### config.mk
export PLATFORM = sky130hd
export DESIGN_NAME = approx_mul_err_monitor
export DESIGN_NICKNAME = d
export VERILOG_FILES = /design/src/rtl/approx_mul_err_monitor.sv
export SDC_FILE = /design/constraint.sdc
export NUM_CORES = 1
export LEC_CHECK = 0
export CAP_MARGIN = 25
export CELL_PAD_IN_SITES_DETAIL_PLACEMENT = 0
export CELL_PAD_IN_SITES_GLOBAL_PLACEMENT = 1
export CORE_AREA = 5 5 140 195
export CTS_CLUSTER_SIZE = 24
export DETAILED_ROUTE_END_ITERATION = 8
export DIE_AREA = 0 0 145 200
export GPL_TIMING_DRIVEN = 0
export MAX_ROUTING_LAYER = met4
export PLACE_DENSITY_LB_ADDON = 0.1
export SLEW_MARGIN = 20
export SYNTH_ARGS = -nofsm -noshare
export SYNTH_HDL_FRONTEND = slang
export SYNTH_SLANG_ARGS = --single-unit
### constraint.sdc
create_clock -name clk -period 16.1 [get_ports clk]
set_input_delay 3.22 -clock clk [delete_from_list [all_inputs] [get_ports clk]]
set_output_delay 3.22 -clock clk [all_outputs]
set_load 0.05 [all_outputs]
### src/rtl/approx_mul_err_monitor.sv
// Error-statistics monitor for unsigned approximate multipliers: accepts (x, y, z) triples,
// recomputes x*y exactly and accumulates error count, summed and maximum error distance.
module approx_mul_err_monitor #(
    parameter int WIDTH     = 8,
    parameter int N_SAMPLES = 65536,
    parameter int CNT_W     = 17,
    parameter int SUM_W     = 32
) (
    input  logic                 clk,
    input  logic                 rst_n,
    input  logic                 start,
    input  logic                 in_valid,
    output logic                 in_ready,
    input  logic [WIDTH-1:0]     x,
    input  logic [WIDTH-1:0]     y,
    input  logic [2*WIDTH-1:0]   z,
    output logic                 busy,
    output logic                 done,
    output logic [CNT_W-1:0]     sample_cnt,
    output logic [CNT_W-1:0]     err_cnt,
    output logic [SUM_W-1:0]     sum_ed,
    output logic [2*WIDTH-1:0]   max_ed,
    output logic [WIDTH-1:0]     max_x,
    output logic [WIDTH-1:0]     max_y
);
    localparam int PW = 2 * WIDTH;

    typedef enum logic [1:0] {IDLE, RUN, DRAIN, DONE} state_t;

    state_t           state, state_next;
    logic             accept, last_accept, clear_stats;
    logic             v1, v2;
    logic [WIDTH-1:0] x1, y1, x2, y2;
    logic [PW-1:0]    z1, exact, ed, ed2;
    logic [SUM_W:0]   sum_wide;
    logic [SUM_W-1:0] sum_next;

    assign in_ready    = (state == RUN);
    assign busy        = (state == RUN) || (state == DRAIN);
    assign done        = (state == DONE);
    assign accept      = in_valid && in_ready;
    assign last_accept = accept && (sample_cnt == CNT_W'(N_SAMPLES - 1));
    assign clear_stats = start && ((state == IDLE) || (state == DONE));

    always_ff @(posedge clk) begin
        if (!rst_n) begin
            state <= IDLE;
        end else begin
            state <= state_next;
        end
    end

    always_comb begin
        state_next = state;
        case (state)
            IDLE, DONE: if (start) state_next = RUN;
            RUN:        if (last_accept) state_next = DRAIN;
            DRAIN:      if (!v1 && !v2) state_next = DONE;
            default:    state_next = IDLE;
        endcase
    end

    always_ff @(posedge clk) begin
        if (!rst_n) begin
            v1         <= 1'b0;
            x1         <= '0;
            y1         <= '0;
            z1         <= '0;
            sample_cnt <= '0;
        end else begin
            v1 <= accept;
            if (accept) begin
                x1 <= x;
                y1 <= y;
                z1 <= z;
            end
            if (clear_stats) begin
                sample_cnt <= '0;
            end else if (accept) begin
                sample_cnt <= sample_cnt + 1'b1;
            end
        end
    end

    // Error distance is an unsigned magnitude, so z may sit on either side of the exact product.
    assign exact = PW'(x1) * PW'(y1);
    assign ed    = (exact >= z1) ? (exact - z1) : (z1 - exact);

    always_ff @(posedge clk) begin
        if (!rst_n) begin
            v2  <= 1'b0;
            ed2 <= '0;
            x2  <= '0;
            y2  <= '0;
        end else begin
            v2 <= v1;
            if (v1) begin
                ed2 <= ed;
                x2  <= x1;
                y2  <= y1;
            end
        end
    end

    assign sum_wide = {1'b0, sum_ed} + (SUM_W + 1)'(ed2);
    assign sum_next = sum_wide[SUM_W] ? {SUM_W{1'b1}} : sum_wide[SUM_W-1:0];

    // Strict greater-than keeps the earliest triple when several share the maximum.
    always_ff @(posedge clk) begin
        if (!rst_n || clear_stats) begin
            err_cnt <= '0;
            sum_ed  <= '0;
            max_ed  <= '0;
            max_x   <= '0;
            max_y   <= '0;
        end else if (v2) begin
            sum_ed  <= sum_next;
            err_cnt <= err_cnt + {{(CNT_W-1){1'b0}}, (ed2 != '0)};
            if (ed2 > max_ed) begin
                max_ed <= ed2;
                max_x  <= x2;
                max_y  <= y2;
            end
        end
    end
endmodule
==> summary.txt <==
STA
  – Final worst path period share: 0.438
  – Clock tree skew after final layout: 0.00901 ns
  – Top achievable clock speed: 142 MHz
  – Minimum clock period after layout: 7.06 ns
  – Count of final hold-check violations: 0
  – Max-slew violation count: 0
  – Total Neg Setup Slack: 0 ns
  – Final count of negative-setup-slack endpoints: 0
  – Least-Margin Pin Slew: 0.886 ns
  – RSZ-0062 raised after global routing: false
  – Worst slew slack as a fraction of its limit: 0.394

Worst setup path
  – Number of cells traversed by the worst register-to-register path: 25
  – Data required time of the critical path: 16.43 ns
  – Slowest stage cell on the critical path: sky130_fd_sc_hd__fa_1
  – Crit Path Class: flip-flop to flip-flop
  – Type of destination of the critical path: flip-flop
  – CP peak stage delay: 0.55 ns
  – Signal arrival time at the worst endpoint: 7.39 ns
  – Largest driver fanout on the critical path: 10
  – Most Frequent Cell on Critical Path: sky130_fd_sc_hd__fa_1
  – Kind of launch point of the worst setup path: flip-flop

Pwr
  – Sequential fraction of design power: 0.314
  – Worst-case vdd ir drop: 0.0701 mV
  – Lkg Pwr: 5.57 nW
  – Sw frac: 0.398
  – Comb power frac: 0.398
  – Reported net switching power: 0.583 mW
  – Cell-internal power: 0.882 mW
  – Areal power density over the cells: 106 nW/um2
  – Relative contribution of the clock network to total power: 0.288

Clock tree
  – CTS root buf: sky130_fd_sc_hd__clkbuf_16
  – Number of setup buffers added after CTS: 0
  – CTS Sinks: 166
  – Number of buffers on the longest clock path: 2
  – CTS tree: done
  – Skew-Pair Late Insertion Delay: 0.44 ns
  – Quantity of hold-fixing buffers added after cts: 0
  – Inserted Clock Buffers: 17
  – H-Tree Level Count: 4
  – Worst-path clk slew: 0.07 ns
  – Post-CTS resize count: 0

Yosys
  – Number of instances in the synthesized netlist: 1,364
  – Fraction of synthesized cell area taken by the top area cell type: 0.291
  – Unique masters post-synth: 73
  – Portion of the post-synthesis area used by sequential elements: 0.291
  – Largest cells by area after synthesis: sky130_fd_sc_hd__dfxtp_1 (29%), sky130_fd_sc_hd__ha_1 (12%), sky130_fd_sc_hd__fa_1 (6.8%)
  – Share of synthesized registers carrying an async set or reset: 0
  – Cell type with the largest total area after synthesis: sky130_fd_sc_hd__dfxtp_1
  – Number of enable-type register cells in the synthesized netlist: 0
  – Syn nets: 1,546
  – Register bit total from synthesis: 166
  – Dominant synthesized flop cell: sky130_fd_sc_hd__dfxtp_1
  – Total standard cell area after synthesis: 11,400 um2
  – Mean instance size in the synthesized netlist: 8.37 um2
  – Total number of yosys warnings: 0

Floorplanning
  – Number of placement rows: 69
  – Die Outline Area: 29,000 um2
  – Die height: 200 um
  – Horiz. Die Dim: 145 um
  – Number of ports placed on the die boundary: 137
  – Total core area: 25,300 um2
  – Initial cell density of the core: 0.452

Global routing
  – First-pass GRT wire length: 50,800 um
  – Total global routing overflow: 0
  – Via count of the first global-routing pass: 9,730
  – Global router's overall resource usage: 0.222
  – Maximum number of pins on one net before global-route repair: 17
  – Number of antenna violations at the first check in global routing: 0

Worst hold path
  – Number of cells on the worst hold path: 2
  – Hold Crit Class: flip-flop to flip-flop

Route
  – Detailed-route via count: 9,963
  – Number of nets with antenna violations after detailed routing: 0
  – DRC marker count from the first detailed-route iteration: 419
  – DRC Markers: 0
  – Wire length after detailed routing: 31,300 um
  – Length of the first detailed-routing pass in iterations: 5
  – Routed WL per cell: 16.9 um
  – Per-cell via count in the routed design: 5.38

Layout
  – Most frequent cells in the layout: sky130_fd_sc_hd__dfxtp_1 (166), sky130_fd_sc_hd__clkdlybuf4s50_1 (136), sky130_fd_sc_hd__nand2_1 (124), sky130_fd_sc_hd__inv_1 (123), sky130_fd_sc_hd__ha_1 (107)
  – Final layout net count: 1,701
  – Number of antenna cells inserted: 0
  – Post-layout util: 0.545
  – Commonest non-fill, non-tap cell in the layout: sky130_fd_sc_hd__dfxtp_1
  – P&R area growth vs syn: 20.6%
  – Ratio of cells with drive above 1 in the final layout: 0.0450

Placed design
  – Count of port buffers added during placement: 136
  – Detailed-placement wirelength estimate: 25,200 um
  – Routability cong.: 0.872

Outcome
  – Status: finished clean

Run
  – Max capacitance violation total: 0
-- critical path, delay by kind of cell, from the launching register on --
family / cells / cell delay [ns]
simple gates: 4 / 0.57
buf+inv: 4 / 0.66
compound gates: 9 / 2.13
mux: 1 / 0.24
fa+ha+maj: 6 / 2.70
xor+xnor: 1 / 0.36
flops: 1 / 0.31
-- registers in the layout, summed over array words and instances (netlist names) --
signal,count
x1,8
err_cnt,17
v1,1
x2,8
v2,1
sample_cnt,17
sum_ed,32
y1,8
max_y,8
state,2
z1,16
max_ed,16
y2,8
ed2,16
max_x,8
-- final cells by class --
cell class | count | area [um2]
Buffer | 68 | 315
Clock buffer | 19 | 433
Clock inverter | 13 | 160
Fill cell | 2539 | 11500
Inverter | 124 | 465
Multi-Input combinational cell | 1006 | 7320
Sequential cell | 166 | 3320
Tap cell | 319 | 399
Timing Repair Buffer | 136 | 1360
-- Yosys cell counts, types with 4 or more instances --
cell type,instances
sky130_fd_sc_hd__a21oi_1,102
sky130_fd_sc_hd__buf_2,11
sky130_fd_sc_hd__nand3_1,48
sky130_fd_sc_hd__xor2_1,34
sky130_fd_sc_hd__and2_1,61
sky130_fd_sc_hd__nor2_1,52
sky130_fd_sc_hd__o21bai_1,7
sky130_fd_sc_hd__a21boi_0,37
sky130_fd_sc_hd__xnor2_1,22
sky130_fd_sc_hd__o211a_1,5
sky130_fd_sc_hd__dfxtp_1,166
sky130_fd_sc_hd__or3_1,12
sky130_fd_sc_hd__nor3_1,28
sky130_fd_sc_hd__buf_6,5
sky130_fd_sc_hd__and4_1,5
sky130_fd_sc_hd__a21o_1,25
sky130_fd_sc_hd__and3_1,14
sky130_fd_sc_hd__clkbuf_1,46
sky130_fd_sc_hd__a31oi_1,19
sky130_fd_sc_hd__a211oi_1,17
sky130_fd_sc_hd__ha_1,107
sky130_fd_sc_hd__o21ai_1,6
sky130_fd_sc_hd__a21oi_2,4
sky130_fd_sc_hd__fa_1,39
sky130_fd_sc_hd__o21a_1,11
sky130_fd_sc_hd__nor2b_1,26
sky130_fd_sc_hd__nand2b_1,4
sky130_fd_sc_hd__nor4_1,7
sky130_fd_sc_hd__o21ai_0,84
sky130_fd_sc_hd__nand4_1,23
sky130_fd_sc_hd__inv_1,123
sky130_fd_sc_hd__mux2i_1,32
sky130_fd_sc_hd__nand2_1,124
-- final timing paths --
check | from | slack [ns] | to
worst max-delay path | y1[7] | 9.04 | ed2[2]
worst min-delay path | z1[15] | 0.47 | z1[15]
worst max register to register | y1[7] | 9.04 | ed2[2]
worst min register to register | z1[15] | 0.47 | z1[15]
-- per-layer routing --
| metal | vias to the layer above | track usage | routed length (um) |
|---|---|---|---|
| met3 | 26 | 0.0285 | 1020 |
| met5 | - | - | 0 |
| met2 | 181 | 0.421 | 17100 |
| met1 | 4729 | 0.245 | 12800 |
| li1 | 5027 | - | - |
| met4 | 0 | 0.0565 | 391 |
-- metrics by stage --
| stage | power [mW] | cells | hold WS [ns] | setup WS (ns) | area (um2) |
|---|---|---|---|---|---|
| finish | 1.47 | 1851 | 0.470 | 9.04 | 13800 |
| global route | 1.55 | 1851 | 0.491 | 8.68 | 13800 |
| CTS | 1.48 | 1851 | 0.471 | 9.03 | 13800 |
| detailed placement | 1.05 | 1819 | 0.461 | 9.05 | 13200 |
| global placement | 1.05 | 1819 | 0.456 | 9.09 | 13200 |
| floorplan | 0.886 | 1364 | 0.443 | 9.97 | 11400 |
-- kinds of logic (layout without fill, tap and decap cells) --
kind of cell / count (synthesis) / in the layout / share of synthesized area
compound gates: 353 / 353 / 0.197
xor+xnor: 56 / 56 / 0.0429
fa+ha+maj: 146 / 146 / 0.186
buf+inv: 192 / 360 / 0.0684
flops: 166 / 166 / 0.291
mux: 32 / 32 / 0.0280
simple gates: 419 / 419 / 0.187
-- power groups by stage --
stage	Clock [mW]	Combinational, mW	Sequential, mW
2_1_floorplan	0	0.420	0.466
3_3_place_gp	0	0.577	0.469
3_5_place_dp	0	0.581	0.470
4_1_cts	0.433	0.583	0.460
5_1_grt	0.449	0.642	0.463
6_report	0.422	0.583	0.460
(Power assumes the default switching activity.)
